--- src/rtl/iter_div_32_pkg.sv ---
// ============================================================================
//  Module   : iter_div_32_pkg
//  Brief    : Shared state encodings and constants for the iterative divider.
//             Optional signed support is enabled by ITER_DIV_SIGNED_EN.
//  Revision : 1.0
// ============================================================================
`default_nettype none

package iter_div_32_pkg;

    localparam int DIV_DATA_WIDTH = 32;
    localparam int DIV_ITER_COUNT = DIV_DATA_WIDTH;

    typedef enum logic [1:0] {
        DIV_ST_IDLE = 2'd0,
        DIV_ST_RUN  = 2'd1,
        DIV_ST_DONE = 2'd2,
        DIV_ST_FIX  = 2'd3
    } div_state_t;

`ifdef ITER_DIV_SIGNED_EN
    // Sign-fix of the remainder, needed in the same cycle the subtractor negates the quotient
    function automatic logic [DIV_DATA_WIDTH-1:0] twos_neg(input logic [DIV_DATA_WIDTH-1:0] v);
        return ~v + DIV_DATA_WIDTH'(1);
    endfunction
`endif

endpackage

`default_nettype wire

--- src/rtl/iter_div_32_rc_add_sub.sv ---
// ============================================================================
//  Module   : iter_div_32_rc_add_sub
//  Brief    : 32-bit ripple-carry adder/subtractor (SnA=1 subtracts, CO=1 on
//             subtraction means no borrow).
//  Revision : 1.0
// ============================================================================
`default_nettype none

module iter_div_32_rc_add_sub (
    input  logic [31:0] A,
    input  logic [31:0] B,
    input  logic        SnA,
    output logic [31:0] Y,
    output logic        CO
);

    logic [32:0] w_carry;
    logic [31:0] w_b_x;

    assign w_carry[0] = SnA;
    assign w_b_x      = B ^ {32{SnA}};

    genvar i;
    generate
        for (i = 0; i < 32; i = i + 1) begin : g_fa
            assign Y[i]         = A[i] ^ w_b_x[i] ^ w_carry[i];
            assign w_carry[i+1] = (A[i] & w_b_x[i]) | (w_carry[i] & (A[i] ^ w_b_x[i]));
        end
    endgenerate

    assign CO = w_carry[32];

endmodule

`default_nettype wire

--- src/rtl/iter_div_32.sv ---
// ============================================================================
//  Module   : iter_div_32
//  Brief    : Multi-cycle restoring divider, one quotient bit per clock through
//             a single shared subtractor. Macro ITER_DIV_SIGNED_EN adds SIGNED.
//  Revision : 1.0
// ============================================================================
`default_nettype none

module iter_div_32
    import iter_div_32_pkg::*;
#(
    parameter int DATA_WIDTH = 32,
    parameter int CNT_WIDTH  = 6
) (
    input  logic                  CLK,
    input  logic                  RST,
    input  logic                  START,
`ifdef ITER_DIV_SIGNED_EN
    input  logic                  SIGNED,
`endif
    input  logic [DATA_WIDTH-1:0] DIVIDEND,
    input  logic [DATA_WIDTH-1:0] DIVISOR,
    output logic                  BUSY,
    output logic                  DONE,
    output logic [DATA_WIDTH-1:0] QUOTIENT,
    output logic [DATA_WIDTH-1:0] REMAINDER,
    output logic                  DIV_ZERO
);

    div_state_t            state_q, state_d;
    logic [CNT_WIDTH-1:0]  cnt_q, cnt_d;
    logic [DATA_WIDTH-1:0] dvs_q, dvs_d;
    logic [DATA_WIDTH-1:0] r_q, r_d;
    logic [DATA_WIDTH-1:0] q_q, q_d;
    logic [DATA_WIDTH-1:0] quo_q, quo_d;
    logic [DATA_WIDTH-1:0] rem_q, rem_d;
    logic                  dz_q, dz_d;

    logic [DATA_WIDTH-1:0] sub_a, sub_b, sub_y;
    logic                  sub_co;
    logic                  shift_out;
    logic [DATA_WIDTH-1:0] r_shift;
    logic                  success;
    logic                  load_phase;
    logic                  fix_needed;

`ifdef ITER_DIV_SIGNED_EN
    logic [1:0] ld_q, ld_d;
    logic       sgn_q, sgn_d;
    logic       qneg_q, qneg_d;
    logic       rneg_q, rneg_d;

    assign load_phase = (ld_q != 2'd0);
    assign fix_needed = sgn_q;
`else
    assign load_phase = 1'b0;
    assign fix_needed = 1'b0;
`endif

    assign shift_out = r_q[DATA_WIDTH-1];
    assign r_shift   = {r_q[DATA_WIDTH-2:0], q_q[DATA_WIDTH-1]};
    // The bit shifted out of R makes the partial remainder exceed D regardless of CO
    assign success   = sub_co | shift_out;

    iter_div_32_rc_add_sub u_sub (
        .A   (sub_a),
        .B   (sub_b),
        .SnA (1'b1),
        .Y   (sub_y),
        .CO  (sub_co)
    );

    always_comb begin
        sub_a = r_shift;
        sub_b = dvs_q;
`ifdef ITER_DIV_SIGNED_EN
        if (state_q == DIV_ST_RUN && load_phase) begin
            sub_a = '0;
            sub_b = (ld_q == 2'd2) ? q_q : dvs_q;
        end else if (state_q == DIV_ST_FIX) begin
            sub_a = '0;
            sub_b = q_q;
        end
`endif
    end

    always_comb begin
        state_d = state_q;
        cnt_d   = cnt_q;
        dvs_d   = dvs_q;
        r_d     = r_q;
        q_d     = q_q;
        quo_d   = quo_q;
        rem_d   = rem_q;
        dz_d    = dz_q;
`ifdef ITER_DIV_SIGNED_EN
        ld_d    = ld_q;
        sgn_d   = sgn_q;
        qneg_d  = qneg_q;
        rneg_d  = rneg_q;
`endif
        case (state_q)
            DIV_ST_IDLE, DIV_ST_DONE: begin
                state_d = DIV_ST_IDLE;
                if (START) begin
                    if (DIVISOR == '0) begin
                        quo_d   = '1;
                        rem_d   = DIVIDEND;
                        dz_d    = 1'b1;
                        state_d = DIV_ST_DONE;
                    end else begin
                        dvs_d   = DIVISOR;
                        q_d     = DIVIDEND;
                        r_d     = '0;
                        cnt_d   = CNT_WIDTH'(DIV_ITER_COUNT);
                        state_d = DIV_ST_RUN;
`ifdef ITER_DIV_SIGNED_EN
                        ld_d    = SIGNED ? 2'd2 : 2'd0;
                        sgn_d   = SIGNED;
                        qneg_d  = SIGNED & (DIVIDEND[DATA_WIDTH-1] ^ DIVISOR[DATA_WIDTH-1]);
                        rneg_d  = SIGNED & DIVIDEND[DATA_WIDTH-1];
`endif
                    end
                end
            end
            DIV_ST_RUN: begin
                if (load_phase) begin
`ifdef ITER_DIV_SIGNED_EN
                    if (ld_q == 2'd2 && q_q[DATA_WIDTH-1])
                        q_d = sub_y;
                    if (ld_q == 2'd1 && dvs_q[DATA_WIDTH-1])
                        dvs_d = sub_y;
                    ld_d = ld_q - 2'd1;
`endif
                end else begin
                    r_d   = success ? sub_y : r_shift;
                    q_d   = {q_q[DATA_WIDTH-2:0], success};
                    cnt_d = cnt_q - CNT_WIDTH'(1);
                    if (cnt_q == CNT_WIDTH'(1)) begin
                        if (fix_needed) begin
                            state_d = DIV_ST_FIX;
                        end else begin
                            quo_d   = q_d;
                            rem_d   = r_d;
                            dz_d    = 1'b0;
                            state_d = DIV_ST_DONE;
                        end
                    end
                end
            end
            DIV_ST_FIX: begin
`ifdef ITER_DIV_SIGNED_EN
                quo_d = qneg_q ? sub_y : q_q;
                rem_d = rneg_q ? twos_neg(r_q) : r_q;
                dz_d  = 1'b0;
`endif
                state_d = DIV_ST_DONE;
            end
            default: state_d = DIV_ST_IDLE;
        endcase
    end

    always_ff @(posedge CLK) begin
        if (RST) begin
            state_q <= DIV_ST_IDLE;
            cnt_q   <= '0;
            dvs_q   <= '0;
            r_q     <= '0;
            q_q     <= '0;
            quo_q   <= '0;
            rem_q   <= '0;
            dz_q    <= 1'b0;
`ifdef ITER_DIV_SIGNED_EN
            ld_q    <= 2'd0;
            sgn_q   <= 1'b0;
            qneg_q  <= 1'b0;
            rneg_q  <= 1'b0;
`endif
        end else begin
            state_q <= state_d;
            cnt_q   <= cnt_d;
            dvs_q   <= dvs_d;
            r_q     <= r_d;
            q_q     <= q_d;
            quo_q   <= quo_d;
            rem_q   <= rem_d;
            dz_q    <= dz_d;
`ifdef ITER_DIV_SIGNED_EN
            ld_q    <= ld_d;
            sgn_q   <= sgn_d;
            qneg_q  <= qneg_d;
            rneg_q  <= rneg_d;
`endif
        end
    end

    assign BUSY      = (state_q == DIV_ST_RUN) || (state_q == DIV_ST_FIX);
    assign DONE      = (state_q == DIV_ST_DONE);
    assign QUOTIENT  = quo_q;
    assign REMAINDER = rem_q;
    assign DIV_ZERO  = dz_q;

endmodule

`default_nettype wire
--- config.mk ---
export PLATFORM = sky130hd
export DESIGN_NAME = iter_div_32
export DESIGN_NICKNAME = d
export VERILOG_FILES = /design/src/rtl/iter_div_32_pkg.sv /design/src/rtl/iter_div_32_rc_add_sub.sv /design/src/rtl/iter_div_32.sv
export SDC_FILE = /design/constraint.sdc
export NUM_CORES = 1
export LEC_CHECK = 0
export CORE_MARGIN = 5
export CORE_UTILIZATION = 35
export DETAILED_ROUTE_END_ITERATION = 8
export MAX_ROUTING_LAYER = met4
export PLACE_DENSITY_LB_ADDON = 0.25
export SYNTH_ARGS = -nofsm -noshare
export SYNTH_HDL_FRONTEND = slang
export SYNTH_SLANG_ARGS = --single-unit
--- constraint.sdc ---
create_clock -name CLK -period 22.6 [get_ports CLK]
set_input_delay 4.52 -clock CLK [delete_from_list [all_inputs] [get_ports CLK]]
set_output_delay 4.52 -clock CLK [all_outputs]
set_load 0.05 [all_outputs]
Yosys cells after proc, flatten, opt, wreduce, memory -nomap -nowiden:

Cells that the tools add are included.

* register bits: 169
* word-level logic and storage cells: 213

* add/subtract/negate cells: 1
* eq/ne operators: 8
* mux-type cells: 26
* reductions and logical operators: 8
* bitwise logic cells: 162

Operators by type and width (number)
* $mux W32: 11
* $pmux W32 S2: 4
* $and A1 B1 Y1: 63
* $xor A1 B1 Y1: 63
* $or A1 B1 Y1: 33
* $logic_not A32 Y1: 1
* $not A32 Y32: 1
* $mux W6: 2
* $pmux W6 S2: 1
* $ne A2 B2 Y1 const B: 4
* $eq A6 B1 Y1 const B: 1
* $mux W2: 3
* $pmux W2 S3: 1
* $reduce_and A3 Y1: 2
* $sub A6 B1 Y6 const B: 1
* $eq A2 B2 Y1 const B: 2
* $reduce_and A4 Y1: 1
* $mux W1: 3
* $eq A2 B1 Y1 const B: 1
* $logic_not A2 Y1: 1
* $not A1 Y1: 2
* $pmux W1 S2: 1
* $reduce_bool A2 Y1: 1
* $reduce_or A2 Y1: 1
* $logic_or A1 B1 Y1: 1

Depth between registers and ports, before layout:

* depth after elaboration: 69
* gate-level depth with buffers: 44
* mapped depth without buffers: 42

By module:

A second synthesis with hierarchy kept.

* cell total of the unflattened synthesis: 1019
* area total of the unflattened synthesis: 8305.5 sq um

Modules (own cells, without submodules)
* iter_div_32: seq. area each 3383.2 sq um, cells each 890, area an instance 7089.3 sq um, instances 1
* iter_div_32_rc_add_sub: seq. area each 0.0 sq um, cells each 129, area an instance 1216.2 sq um, instances 1

Worst setup path before layout:

OpenSTA, ideal clock, no wires.

* path type: reg2reg
* from: register q_q[31]
* to: register rem_q[29], in the netlist REMAINDER[29]
* clock period less this slack: 13112 ps
* data arrival time: 13026 ps
* cell stages (with the launch flop): 45
* buffers on the path: 2
* required time: 22514 ps
* slack: 9488 ps
* path through: dfxtp_1 > inv_1 > ha_1 > inv_1 > fa_1 > fa_1 > fa_1 > fa_1 > fa_1 > fa_1 > fa_1 > fa_1 > fa_1 > fa_1 > fa_1 > fa_1 > fa_1 > fa_1 > [9 not listed] > fa_1 > fa_1 > fa_1 > fa_1 > fa_1 > inv_1 > fa_1 > inv_1 > fa_1 > inv_1 > fa_1 > nor4bb_1 > clkbuf_1 > buf_2 > nand2_1 > o21ai_0 > a221oi_1 > a211oi_1

* word-level cells in the longest chain between the ends: 68
* elaborated cells between the ends (all ways): 70

RTL lines
* start, declared: RTL line iter_div_32.sv:34 `logic [DATA_WIDTH-1:0] q_q, q_d;`
* start signal, assigned: RTL line iter_div_32.sv:184 `q_q <= q_d;`
* $and A1 B1 Y1 / $xor A1 B1 Y1 (equally long branches): RTL line iter_div_32_rc_add_sub.sv:27 `assign w_carry[i+1] = (A[i] & w_b_x[i]) | (w_carry[i] & (A[i] ^ w_b_x[i]));`
* $or A1 B1 Y1 *: RTL line iter_div_32_rc_add_sub.sv:27
* $and A1 B1 Y1 *: RTL line iter_div_32_rc_add_sub.sv:27
* $or A1 B1 Y1 *: RTL line iter_div_32_rc_add_sub.sv:27
* $and A1 B1 Y1 *: RTL line iter_div_32_rc_add_sub.sv:27
* $or A1 B1 Y1 *: RTL line iter_div_32_rc_add_sub.sv:27
* $and A1 B1 Y1 *: RTL line iter_div_32_rc_add_sub.sv:27
* $or A1 B1 Y1 *: RTL line iter_div_32_rc_add_sub.sv:27
* [52 not listed]
* $and A1 B1 Y1: RTL line iter_div_32_rc_add_sub.sv:27
* $or A1 B1 Y1: RTL line iter_div_32_rc_add_sub.sv:27
* $and A1 B1 Y1: RTL line iter_div_32_rc_add_sub.sv:27
* $or A1 B1 Y1: RTL line iter_div_32_rc_add_sub.sv:27
* $or A1 B1 Y1: RTL line iter_div_32.sv:63 `assign success = sub_co | shift_out;`
* $mux W32 *: RTL line iter_div_32.sv:136 `r_d = success ? sub_y : r_shift;`
* $mux W32 *: RTL line iter_div_32.sv:139 `if (cnt_q == CNT_WIDTH'(1)) begin`
* $pmux W32 S2 *: RTL line iter_div_32.sv:102 `case (state_q)`
* end signal, assigned: RTL line iter_div_32.sv:186 `rem_q <= rem_d;`
* end, declared: RTL line iter_div_32.sv:36 `logic [DATA_WIDTH-1:0] rem_q, rem_d;`

Every way passes the cells marked *; elsewhere a longest branch is shown, timed or not. The select of a mux whose other input is x is not followed.
A chain may end at the register's enable or synchronous reset.

Worst setup path after layout:

* from: register q_q[31]
* to: register rem_q[16], in the netlist REMAINDER[16]

* word-level cells in the longest chain between the ends: 68
* elaborated cells between the ends (all ways): 70

RTL lines (RTL line)
* $and A1 B1 Y1 / $xor A1 B1 Y1 (equally long branches): iter_div_32_rc_add_sub.sv:27
* $or A1 B1 Y1 *: iter_div_32_rc_add_sub.sv:27
* $and A1 B1 Y1 *: iter_div_32_rc_add_sub.sv:27
* $or A1 B1 Y1 *: iter_div_32_rc_add_sub.sv:27
* $and A1 B1 Y1 *: iter_div_32_rc_add_sub.sv:27
* $or A1 B1 Y1 *: iter_div_32_rc_add_sub.sv:27
* $and A1 B1 Y1 *: iter_div_32_rc_add_sub.sv:27
* $or A1 B1 Y1 *: iter_div_32_rc_add_sub.sv:27
* [52 not listed]
* $and A1 B1 Y1: iter_div_32_rc_add_sub.sv:27
* $or A1 B1 Y1: iter_div_32_rc_add_sub.sv:27
* $and A1 B1 Y1: iter_div_32_rc_add_sub.sv:27
* $or A1 B1 Y1: iter_div_32_rc_add_sub.sv:27
* $or A1 B1 Y1: iter_div_32.sv:63
* $mux W32 *: iter_div_32.sv:136
* $mux W32 *: iter_div_32.sv:139
* $pmux W32 S2 *: iter_div_32.sv:102

Marks and branches as above.

==> summary by stage <==
Outcome
The run finished with clean final reports.

Flow run
The number of max-cap violations is 0.

STA
The worst pin sits at a relative slew slack of 23.9%. The tightest hold path in the finished design has a slack of 0.453 ns. The routed design could run at a clock period as short as 13.78 ns. The worst-case clock skew is 0.00880 ns.

Of the available clock period, the critical path in the final layout requires 61.0%. The number of failing setup endpoints in the final timing report is 0. For the pin with the worst max-slew slack, the measured transition is 1.14 ns. The final count of pins violating max slew is 0.

Setup repair after global routing left no endpoint under its margin. The total negative setup slack is 0 ns. The maximum clock frequency is 0.0726 GHz. The total count of hold-check failures in the final report was 0.

Placement
The total half-perimeter wirelength after legalization and detailed placement is 14200 um. The quantity of I/O buffers inserted on ports is 133. Routability-driven placement finished with a final weighted congestion of 0.797. Once placement finished, the instance area stood at 0.00900 mm2.

Logic synthesis
Ranked by total cell area, the synthesized netlist is headed by dfxtp_1 (45%), nand2_1 (8.2%), fa_1 (8.2%), a21oi_1 (6.4%), o221a_2 (4.6%). The cell area that synthesis handed to floorplanning was 0.00756 mm2. The largest total area in the synthesized netlist belongs to dfxtp_1. A synthesized cell averages 8.86 um2.

The number of warnings issued by yosys is 0. The xor-xnor portion of the synthesized cell area is 0.116%. Summing the areas of all fa, ha and maj instances in the mapped netlist gives 8.70% of the synthesized area.

The synthesized netlist cell count is 854. The post-synthesis sequential area ratio is 44.7%. Summing the areas of all compound-gate instances in the mapped netlist gives 27.2% of the synthesized area. The proportion of synthesized flip-flops having asynchronous set or reset is 0%. The portion of synthesized area spent on multiplexers is 0%. Yosys mapped a number of flops with a built-in enable equal to 0. Summed over its instances, the top area cell type makes up 44.7% of the synthesized netlist area. The largest family of logic cells by synthesized area is compound AO/OA/AOI/OAI gates.

The number of distinct library cells after synthesis is 39. In the synthesized netlist the dominant register cell turns out to be dfxtp_1. Synthesis inferred 169 register bits.

Summing the areas of all and, or, nand and nor instances in the mapped netlist gives 11.0% of the synthesized area. Synthesis produced a netlist with a net count of 955.

Power and ir drop
The clock network accounts for 35.3% of the total power. Of the total power, the share spent switching nets is 30.6%. The part of the total power dissipated in sequential elements is 39.4%.

Combinational logic is responsible for 25.3% of the overall power. The internal portion of the total power is 0.612 mW. The maximum resistive drop on vdd is 0.0396 mV. Power spread over the standard cell area amounts to 91.6 mW/mm2.

For this design the static power due to leakage is 3.33 nW. The power spent charging and discharging nets is 0.270 mW.

Critical path
The worst setup path endpoint is REMAINDER[16]$_SDFFE_PP0P_. The required time reported for the critical path endpoint is 22.94 ns. STA puts the critical path data arrival time at 14.11 ns. The count of buffering cells on the critical path with inverters included is 6.

Broken down by cell family, the worst path's largest delay share belongs to adder cells. The critical path crosses 42 cells after its start point. STA classifies the critical path startpoint as a flop. The critical path launch point is q_q[31]$_SDFFE_PP0P_.

The worst-path cell with the longest stage delay is fa_1. The cell repeated most along the worst path is fa_1. The largest incremental delay on the critical path is 0.42 ns. The start-to-end type of the worst setup path is reg -> reg.

The endpoint identified for the worst register-to-register timing path is REMAINDER[16]$_SDFFE_PP0P_. The number of cells on the worst reg-to-reg path is 42. The critical-path maximum fanout is 34. The startpoint of the most critical register-to-register path is q_q[31]$_SDFFE_PP0P_. Setup slack on the worst reg-to-reg path comes out at 8.82 ns. STA classifies the critical path endpoint as a flop.

Final layout
Cells with a size suffix above 1 make up 8.83% of the layout. The number of antenna cells inserted is 0. The library cell used most frequently in the layout, excluding fill and tap cells, is dfxtp_1. The fill cell total of the finished layout is 2070. Leaving out fill and tap cells, the most frequent cells in the layout are dfxtp_1 (169), nand2_1 (165), clkdlybuf4s50_1 (132). After routing the design area is 0.00963 mm2. From synthesis to final layout, the design area changed by 27.3%. The post-layout net count is 1040.

Clocking
The clock latency on the worst-skew pair is 0.42 ns. The number of clock sinks is 169. The CTS tree is built.

The post-CTS setup buffer count is 0. The tree is rooted in a clkbuf_16. The post-cts resize count is 0.

Clock-pin slew was measured on the worst setup and hold paths at 0.07 ns. In this run, post-CTS hold repair placed 0 buffers. The clock tree synthesis step divided the H-tree into 4 levels. The maximum clock insertion buffer count is 2. The number of clock buffers added by TritonCTS is 17.

Routing
The count of vias placed by the detailed router is 6322. After detailed routing, the average wire length per cell comes to 17.2 um. In the routed layout, each cell is associated on average with a via count of 5.16. The count of nets left with antenna violations once routing finished came out at 0. The detailed router finished its first iteration with 486 violations.

The final layout contains routed wiring with a total length of 21100 um. The detailed-routing iteration count for the pre-antenna-repair pass is 4. The remaining routing DRC violations is 0.

Die
The die span in y is 157 um. The placement row count is 53. The die covers 0.0246 mm2. 134 I/O pins were placed.

The area of the core is 0.0212 mm2. The initial utilization of the core area, before any placement, comes to 35.7%. Measured along the x axis, the die boundary spans 157 um.

Global route
Global routing used 17.8% of the available tracks across all layers. The first global-routing pass estimated 34200 um of wire. The maximum number of pins on one net before global-route repair is 86. For this run the aggregate overflow at the end of global routing stands at 0. The number of global-route vias before repair came to 6067. The number of antenna violations at the first check in global routing is 0.

Hold path
The tightest min-delay check is of the reg -> reg type.
==> power groups by stage <==
stage,Clock [mW],Combinational [mW],Sequential [mW]
after global placement,0,0.220,0.353
final,0.311,0.223,0.347
after global routing,0.328,0.258,0.352
after floorplan,0,0.151,0.358
after detailed placement,0,0.222,0.354
after CTS,0.316,0.224,0.348
==> final cells by class <==
| class | instances | area [um2] | share of cell area [%] |
|---|---|---|---|
| multi-input combinational | 535 | 3590 | 37.3 |
| sequential | 169 | 3380 | 35.1 |
| timing repair buffer | 143 | 1400 | 14.6 |
| clock buffer | 20 | 457 | 4.74 |
| tap | 275 | 344 | 3.57 |
| inverter | 73 | 275 | 2.86 |
| clock inverter | 11 | 171 | 1.78 |
==> through the flow <==
step,utilization (%),total power [mW],std cells,setup slack [ns]
after CTS,45.5,0.888,1226,8.82
after floorplan,-,0.509,854,9.49
after detailed placement,42.5,0.575,1195,8.86
final,45.5,0.882,1226,8.82
after global routing,45.5,0.938,1226,8.15
after global placement,42.5,0.573,1195,8.93
==> logic make-up after synthesis <==
kind of cell | after synthesis
AOI/OAI and AO/OA | 301
and+or+nand+nor | 199
DFF | 169
buffers and inverters | 150
adders and majority gates | 34
xor gates and xnor gates | 1
==> state kept, by name, summed over array words and instances, names as in the netlist <==
name,count
cnt_q,6
REMAINDER,32
DIV_ZERO,1
dvs_q,32
QUOTIENT,32
r_q,32
q_q,32
state_q,2
==> worst min path at each step <==
stage	from	to	cells past startpoint
floorplan	dvs_q[10]$_SDFFE_PP0P_	dvs_q[10]$_SDFFE_PP0P_	2
global placement	dvs_q[23]$_SDFFE_PP0P_	dvs_q[23]$_SDFFE_PP0P_	2
detailed placement	REMAINDER[28]$_SDFFE_PP0P_	REMAINDER[28]$_SDFFE_PP0P_	2
CTS	dvs_q[23]$_SDFFE_PP0P_	dvs_q[23]$_SDFFE_PP0P_	2
global route	REMAINDER[4]$_SDFFE_PP0P_	REMAINDER[4]$_SDFFE_PP0P_	2
finish	dvs_q[7]$_SDFFE_PP0P_	dvs_q[7]$_SDFFE_PP0P_	2
==> layer usage <==
layer  vias to the layer above  part of all wire [%]  global-route usage [%]
met5                         -                     0                       -
met3                        20                   5.1                    3.08
li1                       3165                     -                       -
met2                       173                    43                    24.7
met1                      2964                    51                    26.6
met4                         0                   1.5                    4.75
==> synth_stat cells (all sizes together), types with 2 or more instances <==
master  instances
o31ai           4
inv            72
a211oi         33
a31oi           4
nor2b           3
nor4            8
nand3           3
clkbuf         50
buf            27
dfxtp         169
fa             31
o21a            2
nor3            3
o21ai          62
nor2            9
a22o           29
a21oi          97
ha              3
and4            2
nand2         166
o221a          31
a221oi         33
==> worst register-to-register path: cells and delay by family, from the launching register on <==
kind | cells | cell delay, ns
simple gates | 1 | 0.29
compound gates | 3 | 0.57
fa+ha+maj | 32 | 11.83
buf+inv | 6 | 0.68
flops | 1 | 0.33
Note: power is estimated with default switching activity, not from simulation.
